--- config.mk ---
export PLATFORM = sky130hd
export DESIGN_NAME = memory_requester
export DESIGN_NICKNAME = d
export VERILOG_FILES = /design/src/rtl/mem_pkg.sv /design/src/rtl/memory_requester.sv
export SDC_FILE = /design/constraint.sdc
export NUM_CORES = 1
export LEC_CHECK = 0
export ABC_AREA = 1
export BUFFER_PORTS_ARGS = -buffer_cell sky130_fd_sc_hd__buf_2
export CAP_MARGIN = 10
export CORE_MARGIN = 2
export CORE_UTILIZATION = 45
export DETAILED_ROUTE_END_ITERATION = 7
export GPL_ROUTABILITY_DRIVEN = 0
export GPL_TIMING_DRIVEN = 0
export PLACE_DENSITY_LB_ADDON = 0.08
export SYNTH_ARGS = -nofsm -noshare
export SYNTH_HDL_FRONTEND = slang
export SYNTH_SLANG_ARGS = --single-unit
export TNS_END_PERCENT = 10
--- constraint.sdc ---
create_clock -name clock -period 1.33 [get_ports clock]
set_input_delay 0.133 -clock clock [delete_from_list [all_inputs] [get_ports clock]]
set_output_delay 0.133 -clock clock [all_outputs]
set_load 0.1 [all_outputs]
--- src/rtl/mem_pkg.sv ---
// Shared definitions for the memory subsystem.
// Holds the default geometry used by both `memory` and `memory_requester`,
// and the state encoding of the requester FSM.
package mem_pkg;

  localparam int DEF_WORD_SIZE     = 16;
  localparam int DEF_MEM_SIZE      = 128;
  localparam int DEF_MEM_ADDR_SIZE = 8;

  typedef enum logic [2:0] {
    ST_IDLE    = 3'd0,
    ST_WRITE   = 3'd1,
    ST_READ    = 3'd2,
    ST_CAPTURE = 3'd3,
    ST_RESP    = 3'd4
  } state_e;

endpackage

--- src/rtl/memory_requester.sv ---
// Initiator-side master for the single-port `memory` block.
// Accepts one load/store at a time over a valid/ready handshake, sequences
// the memory strobes and returns a single-cycle response.
// Ports:
//   clock, reset                 : system clock, synchronous active-high reset
//   req_valid/req_ready          : request handshake (ready only while idle)
//   req_write, req_addr, req_wdata: request contents (1 = store)
//   resp_valid/resp_rdata/resp_error: one-cycle response, no backpressure
//   mem_*                        : strobes/address/data to and from `memory`
// All outputs come straight from flops.
module memory_requester
  import mem_pkg::*;
#(
  parameter int WORD_SIZE     = DEF_WORD_SIZE,
  parameter int MEM_SIZE      = DEF_MEM_SIZE,
  parameter int MEM_ADDR_SIZE = DEF_MEM_ADDR_SIZE
) (
  input  logic                     clock,
  input  logic                     reset,
  input  logic                     req_valid,
  output logic                     req_ready,
  input  logic                     req_write,
  input  logic [MEM_ADDR_SIZE-1:0] req_addr,
  input  logic [WORD_SIZE-1:0]     req_wdata,
  output logic                     resp_valid,
  output logic [WORD_SIZE-1:0]     resp_rdata,
  output logic                     resp_error,
  output logic                     mem_read_enable,
  output logic                     mem_write_enable,
  output logic [MEM_ADDR_SIZE-1:0] mem_address,
  output logic [WORD_SIZE-1:0]     mem_data_in,
  input  logic [WORD_SIZE-1:0]     mem_data_out
);

  state_e                   state_q, state_d;
  logic                     req_ready_q, req_ready_d;
  logic                     resp_valid_q, resp_valid_d;
  logic                     resp_error_q, resp_error_d;
  logic [WORD_SIZE-1:0]     resp_rdata_q, resp_rdata_d;
  logic                     mem_re_q, mem_re_d;
  logic                     mem_we_q, mem_we_d;
  logic [MEM_ADDR_SIZE-1:0] mem_address_q, mem_address_d;
  logic [WORD_SIZE-1:0]     mem_data_in_q, mem_data_in_d;

  logic accept;
  logic addr_ok;

  assign accept  = req_valid && req_ready_q;
  assign addr_ok = int'(req_addr) < MEM_SIZE;

  // State and output registers
  always_ff @(posedge clock) begin
    if (reset) begin
      state_q       <= ST_IDLE;
      req_ready_q   <= 1'b1;
      resp_valid_q  <= 1'b0;
      resp_error_q  <= 1'b0;
      resp_rdata_q  <= '0;
      mem_re_q      <= 1'b0;
      mem_we_q      <= 1'b0;
      mem_address_q <= '0;
      mem_data_in_q <= '0;
    end else begin
      state_q       <= state_d;
      req_ready_q   <= req_ready_d;
      resp_valid_q  <= resp_valid_d;
      resp_error_q  <= resp_error_d;
      resp_rdata_q  <= resp_rdata_d;
      mem_re_q      <= mem_re_d;
      mem_we_q      <= mem_we_d;
      mem_address_q <= mem_address_d;
      mem_data_in_q <= mem_data_in_d;
    end
  end

  // Next-state logic
  always_comb begin
    state_d = state_q;
    case (state_q)
      ST_IDLE: begin
        if (accept) begin
          if (!addr_ok)       state_d = ST_RESP;
          else if (req_write) state_d = ST_WRITE;
          else                state_d = ST_READ;
        end
      end
      ST_WRITE:   state_d = ST_RESP;
      ST_READ:    state_d = ST_CAPTURE;
      ST_CAPTURE: state_d = ST_RESP;
      ST_RESP:    state_d = ST_IDLE;
      default:    state_d = ST_IDLE;
    endcase
  end

  // Output logic: each registered output is a function of the state being
  // entered, so it is valid for exactly the cycle spent in that state.
  always_comb begin
    req_ready_d   = (state_d == ST_IDLE);
    mem_re_d      = (state_d == ST_READ);
    mem_we_d      = (state_d == ST_WRITE);
    resp_valid_d  = (state_d == ST_RESP);
    // Only an out-of-range request jumps from IDLE straight to RESP.
    resp_error_d  = (state_d == ST_RESP) && (state_q == ST_IDLE);
    resp_rdata_d  = resp_rdata_q;
    mem_address_d = mem_address_q;
    mem_data_in_d = mem_data_in_q;

    // Address/data only move for real accesses so the bus stays quiet otherwise.
    if (state_q == ST_IDLE && accept && addr_ok) begin
      mem_address_d = req_addr;
      if (req_write) mem_data_in_d = req_wdata;
    end

    // Read data is sampled at the end of CAPTURE; stores and errors answer 0.
    if (state_q == ST_CAPTURE)     resp_rdata_d = mem_data_out;
    else if (state_d == ST_RESP)   resp_rdata_d = '0;
  end

  assign req_ready        = req_ready_q;
  assign resp_valid       = resp_valid_q;
  assign resp_error       = resp_error_q;
  assign resp_rdata       = resp_rdata_q;
  assign mem_read_enable  = mem_re_q;
  assign mem_write_enable = mem_we_q;
  assign mem_address      = mem_address_q;
  assign mem_data_in      = mem_data_in_q;

endmodule

Word-level counts from Yosys, hierarchy flattened --
Cells that the tools add are included.
Storage, ports and cells: bits in registers 48, input bits 44, output and inout port bits 45, word-level logic and storage cells 31
Cells by class: magnitude comparators 1, equality and inequality tests 6, mux-type cells 6, reduce and logical (&&, ||, !) cells 9
Operator list (number):
- 2-to-1 mux 16 bit | 2
- == test 3 x 2 -> 1 bit, second input constant | 3
- case mux 3 bit (3 select lines) | 1
- less-than comparator 8 bit, second input constant | 1
- == test 3 x 1 -> 1 bit, second input constant | 2
- zero test 3 bit | 2
- 2-to-1 mux 3 bit | 2
- logical AND 1 bit | 4
- == test 3 bit, second input constant | 1
- 2-to-1 mux 2 bit | 1
- AND reduction 2 bit | 1
- nonzero test 2 bit | 1
- OR reduction 2 bit | 1

Longest topological paths before layout --
Gate-level depths: netlist of run 1.
word-level depth 7, mapped depth 8, mapped depth without buffers 8

Worst setup path after synthesis of run 1 --
No wires, ideal clock.
path type register to register, start register req_ready_q (netlist: req_ready), end register resp_rdata_q[11] (netlist: resp_rdata[11]), library setup time 71 ps, arrival 1860 ps, data required time 1259 ps, setup slack -601 ps, cell stages (with the launch flop) 8, period minus slack after synthesis 1931 ps, cells stage by stage dfxtp_1 > nand2_1 > nand2_1 > nand2_1 > nand2_4 > buf_4 > nand3_1 > a21oi_1
Between the ends: longest elaborated chain between the ends 5
RTL lines:
- from (decl) | RTL line memory_requester.sv:36 | logic req_ready_q, req_ready_d;
- from (signal assigned) | RTL line memory_requester.sv:65 | req_ready_q <= req_ready_d;
- logical AND 1 bit | RTL line memory_requester.sv:48 | assign accept = req_valid && req_ready_q;
- 2-to-1 mux 3 bit | RTL line memory_requester.sv:81 | if (accept) begin
- case mux 3 bit (3 select lines) | RTL line memory_requester.sv:79 | case (state_q)
- == test 3 bit | RTL line memory_requester.sv:116 | else if (state_d == ST_RESP) resp_rdata_d = '0;
- nonzero test 2 bit (no source line)
- to (signal assigned) | RTL line memory_requester.sv:68 | resp_rdata_q <= resp_rdata_d;
- to (decl) | RTL line memory_requester.sv:39 | logic [WORD_SIZE-1:0] resp_rdata_q, resp_rdata_d;
No other way between the ends. A chain may end at the register's enable or synchronous reset.

Worst setup path in the final report of run 1 --
start register state_q[2], end register mem_data_in_q[10] (netlist: mem_data_in[10])
Between the ends: longest elaborated chain between the ends 4
RTL lines:
- from (decl) | RTL line memory_requester.sv:35 | state_e state_q, state_d;
- from (signal assigned) | RTL line memory_requester.sv:64 | state_q <= state_d;
- zero test 3 bit | RTL line memory_requester.sv:109 | if (state_q == ST_IDLE && accept && addr_ok) begin
- logical AND 1 bit (2 in series) | RTL line memory_requester.sv:109
- AND reduction 2 bit (no source line)
- to (signal assigned) | RTL line memory_requester.sv:72 | mem_data_in_q <= mem_data_in_d;
- to (decl) | RTL line memory_requester.sv:43 | logic [WORD_SIZE-1:0] mem_data_in_q, mem_data_in_d;
No other way between the ends.

==> results of run 1 <==
area by class of cell:
cell class / instances / area, µm² / share of cell area, %
Buffer: 10 / 91.3 / 3.43
Clock buffer: 7 / 108 / 4.04
Clock inverter: 1 / 8.76 / 0.329
Inverter: 10 / 53.8 / 2.02
Multi-Input combinational cell: 153 / 792 / 29.8
Sequential cell: 48 / 970 / 36.4
Tap cell: 50 / 62.6 / 2.35
Timing Repair Buffer: 99 / 576 / 21.6
per-layer routing:
layer,up-vias,global-route usage [%]
met5,-,0
met4,0,6.12
met3,4,3.50
met2,49,30.3
met1,820,22.7
li1,939,-
power groups by stage:
stage	combinational (mW)	sequential, mW	clock [mW]
floorplan	0.288	2.01	0
global placement	0.904	1.58	0
detailed placement	0.906	1.58	0
CTS	0.907	1.54	1.05
global route	1.09	1.56	1.10
finish	1.03	1.55	1.02
worst max-delay path: cells and delay by family, from the launching register on:
family,cells,cell delay [ns]
buffers and inverters,2,0.26
and+or+nand+nor,4,0.48
AOI/OAI and AO/OA,1,0.13
DFF,1,0.38
path summary, 6_finish.rpt:
| path | end | startpoint | depth (start not counted) | slack [ns] |
|---|---|---|---|---|
| worst min register to register | mem_address[7] | mem_address[7] | 2 | 0.45 |
| worst max register to register | mem_data_in[10] | state_q[2] | 7 | -0.01 |
| worst max-delay path | mem_data_in[10] | state_q[2] | 7 | -0.01 |
| worst min-delay path | mem_data_in[8] | req_wdata[8] | 3 | 0.07 |
cells in the final DEF, fill, tap and decap left out, types with 2 or more instances in the layout:
cell type and count:
nor2_2 3, nand3_1 18, o21ai_2 7, nand2_1 33, dfxtp_1 45, nand2_2 4
clkbuf_16 4, buf_4 9, buf_8 2, a21oi_2 2, a21oi_1 21, buf_2 88
clkbuf_8 6, inv_4 2, dfxtp_4 2, o21ai_1 7, nor2_1 41, clkbuf_1 3
nand2_4 3, inv_1 5, o21ai_0 2, nand4_1 7
logic make-up after synthesis:
family / count (synthesis)
AND/OR/NAND/NOR: 112
flip-flops: 48
buffers and inverters: 20
AO/OA/AOI/OAI: 40
cell usage after synthesis (all sizes together):
master	number
a21boi	1
a21oi	23
buf	7
clkbuf	3
clkinv	1
dfxtp	48
inv	9
nand2	39
nand3	20
nand4	7
nor2	45
nor3	1
o21ai	16
registers in the layout, summed over array words and instances, names as in the netlist:
name / flops
state_q: 3
resp_error: 1
mem_data_in: 16
mem_address: 8
mem_read_enable: 1
resp_rdata: 16
req_ready: 1
mem_write_enable: 1
resp_valid: 1
through the flow:
| step | util [%] | total power [mW] | hold slack (ns) | cells | worst slack [ns] |
|---|---|---|---|---|---|
| after global routing | 67.5 | 3.74 | 0.0692 | 378 | -0.0757 |
| after floorplan | - | 2.30 | 0.278 | 220 | 0.00432 |
| after detailed placement | 59.3 | 2.48 | 0.372 | 358 | 0.0288 |
| after CTS | 62.3 | 3.50 | 0.0629 | 366 | 0.0224 |
| final | 67.5 | 3.59 | 0.0715 | 378 | -0.0121 |
| after global placement | 59.3 | 2.48 | 0.365 | 358 | 0.0554 |
timing repair:
action / 4_1_cts / 5_1_grt
hold buffers: 0 / 0
buffers inserted: 0 / 8
setup endpoints to repair: 0 / 16
gates resized for setup: 0 / 30
==> impl_metrics.py, run 1 <==
metrics = {
    "synthesis": {
        "ys_seq_area_share_pct": 52.6,
        "avgSynthCellArea_um2": 8.30,
        "syn-cell-area_um2": 1830,
        "ys_top_cells_by_area": "dfxtp_1 53%, nor2_1 8.6%, nand2_1 7.2%",
        "synth_warnings": 0,
        "synth_top_family_by_area": "simple AND/OR/NAND/NOR gates",
        "synth.area.mux_share_pct": 0,
        "synthAdderAreaFrac_pct": 0,
        "yosysUniqueCellTypes": 27,
        "yosys.area_share.xor_xnor_pct": 0,
        "syn_nets": 264,
        "synthSimpleGateAreaFrac_pct": 28.8,
        "synth_seq_cells": 48,
        "yosysTopAreaCell": "dfxtp_1",
        "syn_inst": 220,
        "synth_compound_area_share_pct": 11.7,
        "synth_top_area_share_pct": 52.6,
    },
    "setup_path": {
        "startpoint_type": "register",
        "critPathMaxFanout": 6,
        "required_ns": 1.52,
        "slowest_stage": "dfxtp_4",
        "criticalPathCategory": "register to register",
        "cpPeakStageDelay_ns": 0.38,
        "path_cells": "inv_4 > nand2_4 > nor2_4 > nand2_4 > clkbuf_16 > o21ai_2 > nor2_1",
        "arrival_ns": 1.54,
        "end_kind": "register",
        "crit_top_cell": "nand2_4",
    },
    "detailed_routing": {
        "detail_route.iter0.violations": 77,
        "met3_length_um": 219,
        "avgRoutedWirePerCell_um": 11.8,
        "vias": 1812,
        "m1WireLength_um": 2020,
        "drt-total-wl_um": 4470,
        "topRoutingLayerUsed": "met4",
        "drt-vias-per-instance": 4.79,
        "wl_met2_um": 2190,
        "route.detailed.drc": 0,
        "firstDrtPassIters": 4,
        "antenna_left": 0,
    },
    "place": {
        "portBuffers": 88,
        "placed_cell_area_um2": 2340,
        "dp_hpwl_um": 2980,
    },
    "clock_network": {
        "clockBufferDepth": 2,
        "cts_tree": "yes",
        "cts_sinks": 48,
        "clkTransAtPathRegs_ns": 0.09,
        "root_buffer": "clkbuf_8",
        "cts_max_level": 2,
        "numCtsBuffers": 5,
        "clk_latency_ns": 0.29,
    },
    "power_and_ir_drop": {
        "p_sw_share_pct": 35.1,
        "clkPwrFrac_pct": 28.3,
        "leakage_nw": 1.25,
        "ir_worst_vdd_mv": 0.849,
        "internal-power_mw": 2.33,
        "power_frac_seq_pct": 43.1,
        "p_per_area_nw_per_um2": 1350,
        "p_comb_share_pct": 28.6,
        "switching_power_mw": 1.26,
    },
    "floorplan": {
        "start_util_pct": 46.3,
        "die_area_um2": 4590,
        "placeableCoreArea_um2": 3940,
        "chipHeight_um": 67.7,
        "ios": 89,
        "die_x_um": 67.7,
        "rows": 23,
    },
    "global_routing": {
        "grt_pass1_wl_um": 6270,
        "grt_pass1_vias": 1458,
        "grt_max_degree": 16,
        "grt_usage_pct": 17.9,
        "global_route.overflow_total": 0,
        "antenna_found_initial": 0,
    },
    "final_layout": {
        "area_growth_pct": 45.7,
        "num_antenna_cells": 0,
        "fin_area_um2": 2660,
        "fin_nets": 371,
        "drive_gt1_share_pct": 44.2,
        "fill_cells": 335,
    },
    "timing": {
        "max_freq_ghz": 0.745,
        "rsz0062_at_grt": "true",
        "slew_headroom_pct": 60.8,
        "fin_setup_tns_ns": -0.0121,
        "hold_viol": 0,
        "finalSetupViolCount": 1,
        "setup_slack_ns": -0.0121,
        "finalMaxSlewViolations": 0,
        "tightest_slew_ns": 0.588,
        "finalCritPeriodShare_pct": 101,
        "min_period_ns": 1.34,
        "skew_ns": 0.00836,
    },
    "hold_path": {
        "hold_path_class": "input port to register",
    },
    "flow_run": {
        "drv_cap": 0,
    },
    "run_status": {
        "outcome": "finished, violations left",
        "failed_checks": "negative setup slack",
    },
}
Power figures use the tool's default switching activity.
==> run 2: changes to the inputs <==
Settings changed: CORE_UTILIZATION 45 to 30, MAX_ROUTING_LAYER set to met4.
==> impl_metrics.py, run 2 (synthesis gave the netlist of run 1 again) <==
metrics = {
    "clock_network": {
        "root_buffer": "clkbuf_8",
        "cts_sinks": 48,
        "clkTransAtPathRegs_ns": 0.09,
        "clockBufferDepth": 2,
        "numCtsBuffers": 5,
        "clk_latency_ns": 0.30,
        "cts_tree": "yes",
        "cts_max_level": 2,
    },
    "setup_path": {
        "end_kind": "register",
        "r2r_cells": 7,
        "cpLargestDelayFamily": "simple AND/OR/NAND/NOR gates",
        "criticalPathCategory": "register to register",
        "critPathBufInv": 2,
        "startpoint_type": "register",
        "path_cells": "inv_4 > nand2_4 > nor2_4 > nand2_4 > clkbuf_16 > o21ai_2 > nor2_1",
        "cpPeakStageDelay_ns": 0.38,
        "slowest_stage": "dfxtp_4",
        "arrival_ns": 1.52,
        "required_ns": 1.53,
        "crit_top_cell": "nand2_4",
        "critPathMaxFanout": 6,
        "rr_startpoint": "state_q[2]",
        "r2r-end": "mem_data_in[10]",
        "worst-r2r-setup-slack_ns": 0.01,
    },
    "detailed_routing": {
        "vias": 1805,
        "m1WireLength_um": 2210,
        "firstDrtPassIters": 4,
        "route.detailed.drc": 0,
        "wl_met2_um": 2280,
        "drt-vias-per-instance": 4.45,
        "antenna_left": 0,
        "met3_length_um": 285,
        "topRoutingLayerUsed": "met4",
        "detail_route.iter0.violations": 84,
        "drt-total-wl_um": 4840,
        "avgRoutedWirePerCell_um": 11.9,
    },
    "global_routing": {
        "global_route.overflow_total": 0,
        "grt_pass1_vias": 1460,
        "grt_max_degree": 16,
        "grt_usage_pct": 13.7,
        "antenna_found_initial": 0,
        "grt_pass1_wl_um": 6820,
    },
    "final_layout": {
        "area_growth_pct": 48.4,
        "fin_nets": 374,
        "num_antenna_cells": 0,
        "fill_cells": 630,
        "mostFrequentLayoutCell": "buf_2",
        "fin_area_um2": 2710,
        "drive_gt1_share_pct": 44.4,
        "layout_common_cells": "89 x buf_2, 44 x dfxtp_1, 41 x nor2_1",
    },
    "timing": {
        "holdWs_ns": 0.0582,
        "rsz0062_at_grt": "true",
        "max_freq_ghz": 0.759,
        "min_period_ns": 1.32,
        "skew_ns": 0.00801,
        "finalCritPeriodShare_pct": 99.0,
        "tightest_slew_ns": 0.527,
        "hold_viol": 0,
        "finalSetupViolCount": 0,
        "slew_headroom_pct": 64.9,
        "finalMaxSlewViolations": 0,
    },
    "hold_path": {
        "hold_path_depth": 3,
        "hold_path_end": "mem_data_in[7]",
        "hold_path_class": "input port to register",
        "min_from": "req_wdata[7]",
    },
    "power_and_ir_drop": {
        "finalPower_mw": 3.66,
        "leakage_nw": 1.26,
        "ir_worst_vdd_mv": 0.624,
        "p_per_area_nw_per_um2": 1350,
    },
    "floorplan": {
        "chipHeight_um": 82.0,
        "die_x_um": 82.0,
        "ios": 89,
        "placeableCoreArea_um2": 5890,
        "rows": 28,
        "start_util_pct": 31.0,
        "die_area_um2": 6730,
    },
    "place": {
        "placed_cell_area_um2": 2370,
        "dp_hpwl_um": 3240,
        "portBuffers": 88,
    },
    "flow_run": {
        "drv_cap": 0,
    },
    "run_status": {
        "outcome": "complete, no violations",
    },
}
run 2: power by group:
part | internal (mW) | leakage (nW) | switching [mW]
Clock | 0.557 | 0.0541 | 0.505
Combinational | 0.298 | 0.815 | 0.749
Sequential | 1.51 | 0.391 | 0.0389
Total | 2.36 | 1.26 | 1.29
run 2: area by class of cell:
cell class / count / area, µm² / area share (%)
Inverter: 10 / 53.8 / 1.98
Multi-Input combinational cell: 153 / 783 / 28.9
Clock inverter: 3 / 42.5 / 1.57
Sequential cell: 48 / 971 / 35.8
Buffer: 10 / 92.6 / 3.41
Clock buffer: 5 / 68.8 / 2.54
Timing Repair Buffer: 102 / 606 / 22.3
Tap cell: 75 / 93.8 / 3.46
run 2: worst max-delay path by stage:
stage / cells past startpoint / from / slack (ns) / end
final: 7 / state_q[2] / 0.01 / mem_data_in[10]
after global routing: 7 / state_q[2] / -0.04 / mem_data_in[10]
after CTS: 5 / state_q[1] / 0.04 / resp_rdata[14]
after detailed placement: 4 / reset / 0.02 / resp_rdata[6]
after global placement: 4 / reset / 0.04 / resp_rdata[3]
after floorplan: 6 / req_ready / 0.004 / mem_data_in[4]
run 2: per-stage QoR:
stage / utilization [%] / setup TNS (ns) / cells / worst slack (ns)
after global placement: 40.3 / 0 / 383 / 0.0362
after global routing: 46.1 / -0.448 / 406 / -0.0384
final: 46.1 / 0 / 406 / 0.0129
after detailed placement: 40.3 / 0 / 383 / 0.0238
after CTS: 42.2 / 0 / 391 / 0.0365
after floorplan: - / 0 / 220 / 0.00432
run 2: timing repair:
action / in CTS / in global routing
hold buffers: 0 / 0
resized for setup: 0 / 29
setup endpoints to repair: 0 / 22
setup buffers: 0 / 11
run 2: layer usage:
layer	global-route usage, %	vias to the layer above
met1	17.3	809
met5	-	-
met3	4.29	6
li1	-	941
met2	20.9	49
met4	4.00	0
run 2: tightest hold or removal path, stage by stage:
cell	delay (ns)
buf_2	0.07
o21ai_1	0.05
nor2_1	0.07
